==> src/rtl/vlsu_burst_if.sv <==
// Signal bundle between the M-stage pipeline, the burst load/store unit and
// the single-port line-wide data RAM.
interface vlsu_burst_if #(
    parameter int WIDTH_V = 512,
    parameter int RAM_W   = 256,
    parameter int ADDR_W  = 14,
    parameter int ELEM_W  = 16
);
    logic                 rd_en;
    logic                 wr_en;
    logic                 vec_en;
    logic                 bcast_en;
    logic [31:0]          addr;
    logic [ELEM_W-1:0]    sdata_in;
    logic [WIDTH_V-1:0]   vdata_in;
    logic                 busy;
    logic                 done;
    logic                 misalign_err;
    logic [31:0]          sdata_out;
    logic [WIDTH_V-1:0]   vdata_out;
    logic [RAM_W-1:0]     ram_rdata;
    logic                 ram_rden;
    logic                 ram_wren;
    logic [ADDR_W-1:0]    ram_addr;
    logic [RAM_W/8-1:0]   ram_byteena;
    logic [RAM_W-1:0]     ram_wdata;

    modport slave (
        input  rd_en, wr_en, vec_en, bcast_en, addr, sdata_in, vdata_in, ram_rdata,
        output busy, done, misalign_err, sdata_out, vdata_out,
               ram_rden, ram_wren, ram_addr, ram_byteena, ram_wdata
    );

    modport master (
        output rd_en, wr_en, vec_en, bcast_en, addr, sdata_in, vdata_in, ram_rdata,
        input  busy, done, misalign_err, sdata_out, vdata_out,
               ram_rden, ram_wren, ram_addr, ram_byteena, ram_wdata
    );
endinterface

==> src/rtl/vlsu_burst.sv <==
// M-stage vector load/store unit: scalar, broadcast and multi-beat vector
// accesses to a line-wide single-port RAM, stalling the pipeline via busy.
module vlsu_burst #(
    parameter int WIDTH_V = 512,
    parameter int RAM_W   = 256,
    parameter int ADDR_W  = 14,
    parameter int ELEM_W  = 16
) (
    input  logic        clk,
    input  logic        reset,
    vlsu_burst_if.slave bus
);
    localparam int BEATS = WIDTH_V / RAM_W;
    localparam int BYTES = RAM_W / 8;
    localparam int OFS   = $clog2(BYTES);
    localparam int KW    = $clog2(BEATS) + 1;
    localparam int EB    = ELEM_W / 8;
    localparam int LANES = WIDTH_V / ELEM_W;

    typedef enum logic [1:0] {IDLE, RD, WR, DONE} state_t;

    state_t               state;
    logic [KW-1:0]        k;
    logic [31:0]          sdata_q;
    logic [WIDTH_V-1:0]   vdata_q;
    logic                 mis_q;
    logic [WIDTH_V-1:0]   vbuf;

    logic                 req;
    logic                 is_wr;
    logic                 vec;
    logic                 bcast;
    logic                 mis;
    logic [KW-1:0]        nbeats;
    logic [KW-1:0]        cap;
    logic [ADDR_W-1:0]    line;
    logic [OFS-1:0]       ofs_raw;
    logic [OFS-1:0]       ofs;
    logic [ELEM_W-1:0]    elem;
    logic [WIDTH_V-1:0]   merged;
    logic                 unused_addr;

    assign unused_addr = ^bus.addr[31:OFS+ADDR_W];

    // Request decode; inputs are held stable by the pipeline for the whole access.
    always_comb begin
        req     = bus.rd_en | bus.wr_en;
        is_wr   = bus.wr_en;
        vec     = bus.vec_en;
        bcast   = bus.rd_en & ~bus.wr_en & ~bus.vec_en & bus.bcast_en;
        nbeats  = vec ? KW'(BEATS) : KW'(1);
        line    = bus.addr[OFS+ADDR_W-1:OFS];
        ofs_raw = bus.addr[OFS-1:0];
        ofs     = ofs_raw;
        if (ELEM_W == 16) ofs[0] = 1'b0;
        mis     = vec ? (ofs_raw != '0) : ((ELEM_W == 16) && bus.addr[0]);
        elem    = bus.ram_rdata[ofs*8 +: ELEM_W];
        cap     = k - KW'(1);
        merged  = vbuf;
        merged[cap*RAM_W +: RAM_W] = bus.ram_rdata;
    end

    // RAM strobes: beat 0 issues from IDLE so the access starts in the request cycle.
    always_comb begin
        bus.ram_rden    = 1'b0;
        bus.ram_wren    = 1'b0;
        bus.ram_addr    = '0;
        bus.ram_byteena = '0;
        bus.ram_wdata   = '0;
        if (!reset) begin
            case (state)
                IDLE: begin
                    if (req) begin
                        bus.ram_addr = line;
                        if (is_wr) begin
                            bus.ram_wren = 1'b1;
                            if (vec) begin
                                bus.ram_byteena = '1;
                                bus.ram_wdata   = bus.vdata_in[RAM_W-1:0];
                            end else begin
                                bus.ram_byteena = BYTES'({EB{1'b1}}) << ofs;
                                bus.ram_wdata   = {(RAM_W/ELEM_W){bus.sdata_in}};
                            end
                        end else begin
                            bus.ram_rden = 1'b1;
                        end
                    end
                end
                RD: begin
                    if (k < nbeats) begin
                        bus.ram_rden = 1'b1;
                        bus.ram_addr = line + ADDR_W'(k);
                    end
                end
                WR: begin
                    bus.ram_wren    = 1'b1;
                    bus.ram_addr    = line + ADDR_W'(k);
                    bus.ram_byteena = '1;
                    bus.ram_wdata   = bus.vdata_in[k*RAM_W +: RAM_W];
                end
                default: ;
            endcase
        end
    end

    assign bus.busy = !reset && ((state == IDLE && req) || state == RD || state == WR);
    assign bus.done = !reset && (state == DONE);
    assign bus.sdata_out    = sdata_q;
    assign bus.vdata_out    = vdata_q;
    assign bus.misalign_err = mis_q;

    // In RD, k counts beats issued; the beat captured this cycle is k-1.
    always_ff @(posedge clk) begin
        if (reset) begin
            state   <= IDLE;
            k       <= '0;
            sdata_q <= '0;
            vdata_q <= '0;
            mis_q   <= 1'b0;
        end else begin
            case (state)
                IDLE: begin
                    if (req) begin
                        if (!is_wr) begin
                            state <= RD;
                            k     <= KW'(1);
                        end else if (nbeats == KW'(1)) begin
                            state <= DONE;
                            mis_q <= mis;
                        end else begin
                            state <= WR;
                            k     <= KW'(1);
                        end
                    end
                end
                RD: begin
                    if (k == nbeats) begin
                        state <= DONE;
                        k     <= '0;
                        mis_q <= mis;
                        if (vec) begin
                            vdata_q <= merged;
                            sdata_q <= 32'(merged[ELEM_W-1:0]);
                        end else begin
                            sdata_q <= 32'(elem);
                            vdata_q <= bcast ? {LANES{elem}} : WIDTH_V'(elem);
                        end
                    end else begin
                        k <= k + KW'(1);
                    end
                end
                WR: begin
                    if (k + KW'(1) == nbeats) begin
                        state <= DONE;
                        k     <= '0;
                        mis_q <= mis;
                    end else begin
                        k <= k + KW'(1);
                    end
                end
                DONE:    state <= IDLE;
                default: state <= IDLE;
            endcase
        end
    end

    always_ff @(posedge clk) begin
        if (state == RD) vbuf <= merged;
    end
endmodule

==> src/flat_wrapper.sv <==
// flat-port wrapper written by rule: the top's interface ports become plain ports
module vlsu_burst_flat 
#(
    parameter int WIDTH_V = 512,
    parameter int RAM_W   = 256,
    parameter int ADDR_W  = 14,
    parameter int ELEM_W  = 16
)
  (clk, reset, bus_rd_en, bus_wr_en, bus_vec_en, bus_bcast_en, bus_addr, bus_sdata_in, bus_vdata_in, bus_ram_rdata, bus_busy, bus_done, bus_misalign_err, bus_sdata_out, bus_vdata_out, bus_ram_rden, bus_ram_wren, bus_ram_addr, bus_ram_byteena, bus_ram_wdata);
  vlsu_burst_if #(.WIDTH_V(WIDTH_V), .RAM_W(RAM_W), .ADDR_W(ADDR_W), .ELEM_W(ELEM_W)) bus_i ();
  input  logic clk;
  input  logic reset;
  input wire logic [$bits(bus_i.rd_en)-1:0] bus_rd_en;
  input wire logic [$bits(bus_i.wr_en)-1:0] bus_wr_en;
  input wire logic [$bits(bus_i.vec_en)-1:0] bus_vec_en;
  input wire logic [$bits(bus_i.bcast_en)-1:0] bus_bcast_en;
  input wire logic [$bits(bus_i.addr)-1:0] bus_addr;
  input wire logic [$bits(bus_i.sdata_in)-1:0] bus_sdata_in;
  input wire logic [$bits(bus_i.vdata_in)-1:0] bus_vdata_in;
  input wire logic [$bits(bus_i.ram_rdata)-1:0] bus_ram_rdata;
  output wire logic [$bits(bus_i.busy)-1:0] bus_busy;
  output wire logic [$bits(bus_i.done)-1:0] bus_done;
  output wire logic [$bits(bus_i.misalign_err)-1:0] bus_misalign_err;
  output wire logic [$bits(bus_i.sdata_out)-1:0] bus_sdata_out;
  output wire logic [$bits(bus_i.vdata_out)-1:0] bus_vdata_out;
  output wire logic [$bits(bus_i.ram_rden)-1:0] bus_ram_rden;
  output wire logic [$bits(bus_i.ram_wren)-1:0] bus_ram_wren;
  output wire logic [$bits(bus_i.ram_addr)-1:0] bus_ram_addr;
  output wire logic [$bits(bus_i.ram_byteena)-1:0] bus_ram_byteena;
  output wire logic [$bits(bus_i.ram_wdata)-1:0] bus_ram_wdata;
  assign bus_i.rd_en = bus_rd_en;
  assign bus_i.wr_en = bus_wr_en;
  assign bus_i.vec_en = bus_vec_en;
  assign bus_i.bcast_en = bus_bcast_en;
  assign bus_i.addr = bus_addr;
  assign bus_i.sdata_in = bus_sdata_in;
  assign bus_i.vdata_in = bus_vdata_in;
  assign bus_i.ram_rdata = bus_ram_rdata;
  assign bus_busy = bus_i.busy;
  assign bus_done = bus_i.done;
  assign bus_misalign_err = bus_i.misalign_err;
  assign bus_sdata_out = bus_i.sdata_out;
  assign bus_vdata_out = bus_i.vdata_out;
  assign bus_ram_rden = bus_i.ram_rden;
  assign bus_ram_wren = bus_i.ram_wren;
  assign bus_ram_addr = bus_i.ram_addr;
  assign bus_ram_byteena = bus_i.ram_byteena;
  assign bus_ram_wdata = bus_i.ram_wdata;
  vlsu_burst #(.WIDTH_V(WIDTH_V), .RAM_W(RAM_W), .ADDR_W(ADDR_W), .ELEM_W(ELEM_W)) u_core (.clk(clk), .reset(reset), .bus(bus_i));
endmodule
==> config.mk <==
export PLATFORM = sky130hd
export DESIGN_NAME = vlsu_burst_flat
export DESIGN_NICKNAME = d
export VERILOG_FILES = /design/src/rtl/vlsu_burst_if.sv /design/src/rtl/vlsu_burst.sv /design/src/flat_wrapper.sv
export SDC_FILE = /design/constraint.sdc
export NUM_CORES = 2
export LEC_CHECK = 0
export ABC_AREA = 1
export CAP_MARGIN = 20
export CORE_AREA = 2 2 647 649
export DETAILED_ROUTE_END_ITERATION = 6
export DIE_AREA = 0 0 649 651
export PLACE_DENSITY = 0.31
export SLEW_MARGIN = 25
export SYNTH_ARGS = -nofsm -noshare
export SYNTH_HDL_FRONTEND = slang
export SYNTH_SLANG_ARGS = --single-unit
export TNS_END_PERCENT = 20
==> constraint.sdc <==
create_clock -name clk -period 16.68 [get_ports clk]
set_input_delay 3.336 -clock clk [delete_from_list [all_inputs] [get_ports clk]]
set_output_delay 3.336 -clock clk [all_outputs]
set_load 0.1 [all_outputs]
# --- Word level (Yosys, flattened, before mapping) ---
# Cells that the tools add are included.
word_totals:
  inputBits: 822
  reg_bits: 1061
  out_inout_bits: 851
op_classes:
  mux: 47
  add_sub_neg: 4
  order_cmp: 1
  n_bitwise: 6
  shifts: 5
  n_eq_ne: 12
  n_reduce_logical: 13
ops:
  columns: ["operator", "count"]
  rows:
  - ["256-bit 2-to-1 mux", 4]
  - ["512-bit 2-to-1 mux", 2]
  - ["512-bit bitwise mux", 1]
  - ["256-bit one-hot mux with 2 select lines", 1]
  - ["256-bit by 34-bit variable shift with 512-bit output, first input constant", 1]
  - ["256-bit by 34-bit variable part select with 512-bit output", 1]
  - ["512-bit by 11-bit variable part select with 256-bit output", 1]
  - ["256-bit by 9-bit variable part select with 16-bit output", 1]
  - ["32-bit 2-to-1 mux", 4]
  - ["32-bit one-hot mux with 2 select lines", 1]
  - ["14-bit 2-to-1 mux", 3]
  - ["14-bit one-hot mux with 3 select lines", 1]
  - ["10-bit negator with 34-bit output", 1]
  - ["2-bit by 5-bit left shift with 32-bit output, first input constant", 1]
  - ["2-bit 2-to-1 mux", 10]
  - ["16-bit 2-to-1 mux", 1]
  - ["14-bit by 2-bit adder with 14-bit output", 1]
  - ["1-bit 2-to-1 mux", 14]
  - ["2-bit one-hot mux with 4 select lines", 1]
  - ["2-bit != test, second input constant", 3]
  - ["2-bit one-hot mux with 3 select lines", 1]
  - ["3-bit AND reduction", 2]
  - ["6-bit AND reduction", 1]
  - ["5-bit nonzero test", 1]
  - ["19 further kinds", 30]

# --- Depth between registers and ports, before layout ---
depth:
  depth_word: 6
  mapped_depth: 14
  depth_no_buf: 11

# --- Least setup slack after synthesis ---
# Ideal clock, no wire load.
synth_path:
  path_kind: "reg-to-output"
  from: "register u_core.state[0]"
  to: "output port bus_ram_addr[4]"
  path_stages_with_launch: 6
  path_buffers: 0
  t_arrival_ps: 15724
  path_slack_ps: -2380
  cell_sequence: "dfxtp_1 ha_1 nand2_1 nand2_1 nand2_1 a221oi_1"
synth_via:
  elab_chain_len: 3
  word_cells_on_any_way: 5
synth_lines:
  columns: ["element", "line", "source"]
  rows:
  - ["start: declaration", "vlsu_burst.sv:22", "state_t state;"]
  - ["start signal: assignment", "vlsu_burst.sv:115", "state <= IDLE;"]
  - ["start signal: assignment", "vlsu_burst.sv:125", "state <= RD;"]
  - ["start signal: assignment", "vlsu_burst.sv:128", "state <= DONE;"]
  - ["2-bit equality test (tied with other cells)", "vlsu_burst.sv:71", "case (state)"]
  - ["14-bit one-hot mux with 3 select lines *", "vlsu_burst.sv:71", null]
  - ["14-bit 2-to-1 mux *", "vlsu_burst.sv:70", "if (!reset) begin"]
  - ["end: declaration", "flat_wrapper.sv:28", "output wire logic [$bits(bus_i.ram_addr)-1:0] bus_ram_addr;"]
# Every way passes the cells marked *; elsewhere a longest branch is shown, timed or not.

# --- Worst setup path after layout ---
layout_path:
  from: "input port bus_vec_en"
  to: "output port bus_ram_addr[6]"
layout_via:
  elab_chain_len: 5
layout_lines:
  columns: ["element", "line", "source"]
  rows:
  - ["start: declaration", "flat_wrapper.sv:15", "input wire logic [$bits(bus_i.vec_en)-1:0] bus_vec_en;"]
  - ["2-bit 2-to-1 mux", "vlsu_burst.sv:51", "nbeats = vec ? KW'(BEATS) : KW'(1);"]
  - ["2-bit < comparator", "vlsu_burst.sv:90", "if (k < nbeats) begin"]
  - ["14-bit 2-to-1 mux", "vlsu_burst.sv:90", null]
  - ["14-bit one-hot mux with 3 select lines", "vlsu_burst.sv:71", null]
  - ["14-bit 2-to-1 mux", "vlsu_burst.sv:70", null]
# No other way between the ends.

==> results.txt <==
----------------------------------------------------
[Yosys]
  Portion of the post-synthesis area used by sequential elements ... 47.1%
  Yosys warning total ... 0
  Number of synthesized flops with an enable pin ... 512
  Proportion of register bits with asynchronous set or reset after synthesis ... 0%
  Number of distinct library cells after synthesis ... 36
  #FFs+latches synth ... 1029
  Mapped Area ... 54600 µm²
  Synth Area per Inst ... 7.77 µm²
  Gate count of the mapped netlist ... 7018
  Synth Flop Type ... sky130_fd_sc_hd__dfxtp_1

[Timing]
  Unrepaired setup endpoints after global routing ... no
  Setup violators final ... 0
  Max-slew violation count ... 0
  Worst setup skew after layout ... ~0.074 ns
  Final Cycle Share ... 65.3%
  FMAX ... 0.0918 GHz
  Actual transition at the worst max-transition pin ... roughly 1.1 ns
  Endpoints failing hold ... 0
  Setup_tns ... 0 ns
  Max-slew headroom ... a little under a quarter
  Worst setup margin ... 5.78 ns
  Post-route minimum period ... around 11 ns

[Clock tree]
  Worst-case clock buffer depth ... 4
  Clock sink count ... 1029
  H-tree levels ... 4
  Root buffer selected by CTS ... sky130_fd_sc_hd__clkbuf_16
  Hold-fix buffers at CTS ... 0
  TritonCTS clock tree ... built
  Number of buffers created by CTS ... 141
  Clock-pin slew on the worst setup and hold paths ... 0.06 ns
  Post-CTS setup buffer count ... 0
  Post-cts repair resize count ... 0
  Clk_lat worst skew ... 0.88 ns

[Global route]
  Remaining global-route overflow ... 0
  GRT Total Usage ... approximately a fifth
  Maximum number of pins on one net before global-route repair ... roughly 190
  Antenna violations before repair ... 217
  Vias in the first global route ... 57800
  First-pass GRT wire length ... between 500000 and 600000 µm

[Pwr]
  Power density relative to cell area ... 181 nW/µm²
  Net switching power of the design ... between 0.007 and 0.008 W
  P_int ... approximately 0.0068 W
  Peak supply drop ... 0.000121 V
  Sw frac ... 52.7%
  Static leakage ... 30.5 nW
  Clock group share of total power ... 21.0%
  Flop pwr share ... between 20% and 30%
  PnR Total Power ... 0.0144 W
  Combinational group share of total power ... between 50 and 60%

[Finish]
  Number of filler instances in the final layout ... 46800
  Most common library cell in the layout ignoring fill and taps ... sky130_fd_sc_hd__nand2_1
  Area occupied by registers ... 25700 µm²
  Top library cells by usage in the layout, fill and taps aside ... sky130_fd_sc_hd__nand2_1, sky130_fd_sc_hd__clkdlybuf4s50_1, sky130_fd_sc_hd__a21oi_1
  Area growth from synthesis to final layout ... 45.3%
  Final non-filler cell area ... 79300 µm²
  Final std cells w/o fill ... 13900
  Number of nets at the end of the flow ... 9050
  Share of post-route cells with drive strength above 1 ... 8.51%
  Area of the multi-input gates ... about 22000 µm²

[Min path]
  Path category of the worst min-delay check ... flip-flop to flip-flop

[Floorplanning]
  Initial core utilization ... 13.1%
  Chip width ... roughly 650 µm
  Die H ... 651 µm
  Area of the core ... 415000 µm²
  I/O pins ... 1673
  Number of placement rows ... 237
  Full die area ... 422000 µm²

[Place]
  Half-perimeter wire length after detailed placement ... 331000 µm
  Dpl cell area ... ~75000 µm²
  Setup WS pre-CTS ... 5.67 ns
  Last weighted congestion value of the routability-driven placer ... 0.892
  PortBufs ... 1643
  Number of cells after detailed placement ... roughly 14000

[Setup path]
  Maximum single-stage delay on the critical path ... 1.21 ns
  Worst path top cell family by delay ... buffers and inverters
  CP Buf/Inv Count ... 5
  Startpoint types ... input port
  Most repeated library cell on the critical path ... sky130_fd_sc_hd__nand2_1
  Slowest library cell on the worst path ... sky130_fd_sc_hd__clkdlybuf4s50_1
  Worst-path maximum fanout ... 120
  Reg2reg setup slack ... 11.23 ns
  Cell Chain, Critical Path ... buf_8 > inv_8 > buf_4 > ha_1 > a21oi_1 > nand2_1 > nand2_1 > inv_1 > a2bb2oi_1 > nor3_1 > clkdlybuf4s50_1
  CP required ... about 13 ns
  Category of the critical setup timing path ... input port to primary output
  CP endpoint kind ... primary output
  CP Data Arrival Time ... 7.56 ns

[Routing]
  DRT iter0 DRCs ... 4791
  Post-route DRC violation count ... 0
  Via count ... 59200
  Routed via count divided by cell count ... 4.25
  Number of antenna-violating nets in the routed design ... 0
  Average detailed-routed wire length per instance ... 32.2 µm
  Final Routed Wirelength ... between 400000 and 500000 µm
  First-pass iteration count of the detailed router ... 6

[Run]
  Maxcap violations ... 0

[Outcome]
  Outcome ... complete, no violations

----------------------------------------------------
==> logic make-up after synthesis <==
kind of cell | count (synthesis) | synth area share (%)
flip-flops | 1029 | 47.1
AND/OR/NAND/NOR | 1564 | 11.2
AO/OA/AOI/OAI | 2856 | 29.1
adder cells (fa/ha/maj) | 12 | 0.289
other | 1 | 0.00687
buffers and inverters | 1556 | 12.2
==> cells in the mapped netlist, types with 11 or more instances <==
master	n	area, µm²
sky130_fd_sc_hd__nor2_1	22	82.6
sky130_fd_sc_hd__nand2_1	1365	5120
sky130_fd_sc_hd__buf_6	63	709
sky130_fd_sc_hd__buf_4	54	405
sky130_fd_sc_hd__ha_1	11	138
sky130_fd_sc_hd__buf_2	92	460
sky130_fd_sc_hd__clkbuf_1	472	1770
sky130_fd_sc_hd__buf_1	34	128
sky130_fd_sc_hd__o211ai_1	257	1930
sky130_fd_sc_hd__o22ai_1	512	3200
sky130_fd_sc_hd__edfxtp_1	512	15400
sky130_fd_sc_hd__a21oi_1	1221	6110
sky130_fd_sc_hd__inv_1	835	3130
sky130_fd_sc_hd__a21oi_2	76	666
sky130_fd_sc_hd__nand3_1	151	756
sky130_fd_sc_hd__nand2_2	16	100
sky130_fd_sc_hd__dfxtp_1	517	10300
sky130_fd_sc_hd__o21ai_0	778	3890
==> sequential cells by signal, summed over array words and instances, names as in the netlist <==
| name | flops |
|---|---|
| u_core.bus.misalign_err | 1 |
| u_core.bus.vdata_out | 512 |
| u_core.k | 2 |
| u_core.state | 2 |
| u_core.vbuf | 512 |
==> per-layer routing <==
layer | wire length (µm) | track usage [%]
met3 | 29000 | 4.64
met4 | 24000 | 9.81
met5 | 225 | 0
met2 | 231000 | 37.0
met1 | 165000 | 21.8
==> worst paths after layout <==
check | from | end | cells after the start
hold reg to reg | u_core.bus.misalign_err$_SDFFE_PP0P_ | u_core.bus.misalign_err$_SDFFE_PP0P_ | 2
hold / removal | u_core.bus.misalign_err$_SDFFE_PP0P_ | u_core.bus.misalign_err$_SDFFE_PP0P_ | 2
setup / recovery | bus_vec_en | bus_ram_addr[6] | 11
setup reg to reg | u_core.state[0]$_SDFFE_PP0P_ | u_core.vbuf[367]$_DFFE_PP_ | 6
==> cell type report <==
| class | count | area share [%] |
|---|---|---|
| antenna | 121 | 0.382 |
| clock buffer | 215 | 5.11 |
| clock inverter | 30 | 0.396 |
| inverter | 839 | 4.04 |
| multi-input combinational | 4448 | 28.3 |
| sequential | 1029 | 32.5 |
| tap | 5497 | 8.68 |
| timing repair buffer | 1757 | 20.6 |
==> power groups by stage <==
stage,Combinational (W),Sequential [W],Clock [W]
2_1_floorplan,0.00368,0.00532,0
3_3_place_gp,0.00769,0.00379,0
3_5_place_dp,0.00763,0.00380,0
4_1_cts,0.00765,0.00376,0.00311
5_1_grt,0.00796,0.00381,0.00318
6_report,0.00759,0.00375,0.00302
==> worst reg2reg max path: cells and delay by family (launching register included) <==
kind / cells / cell delay [ns]
flops: 1 / 0.47
buf+inv: 5 / 3.78
fa+ha+maj: 1 / 0.77
==> stage by stage <==
step	hold WS, ns	utilization (%)
after global routing	0.521	19.1
after CTS	0.495	19.0
after global placement	0.473	18.1
after floorplan	0.487	-
after detailed placement	0.483	18.0
final	0.487	19.1
(Power assumes the default switching activity.)
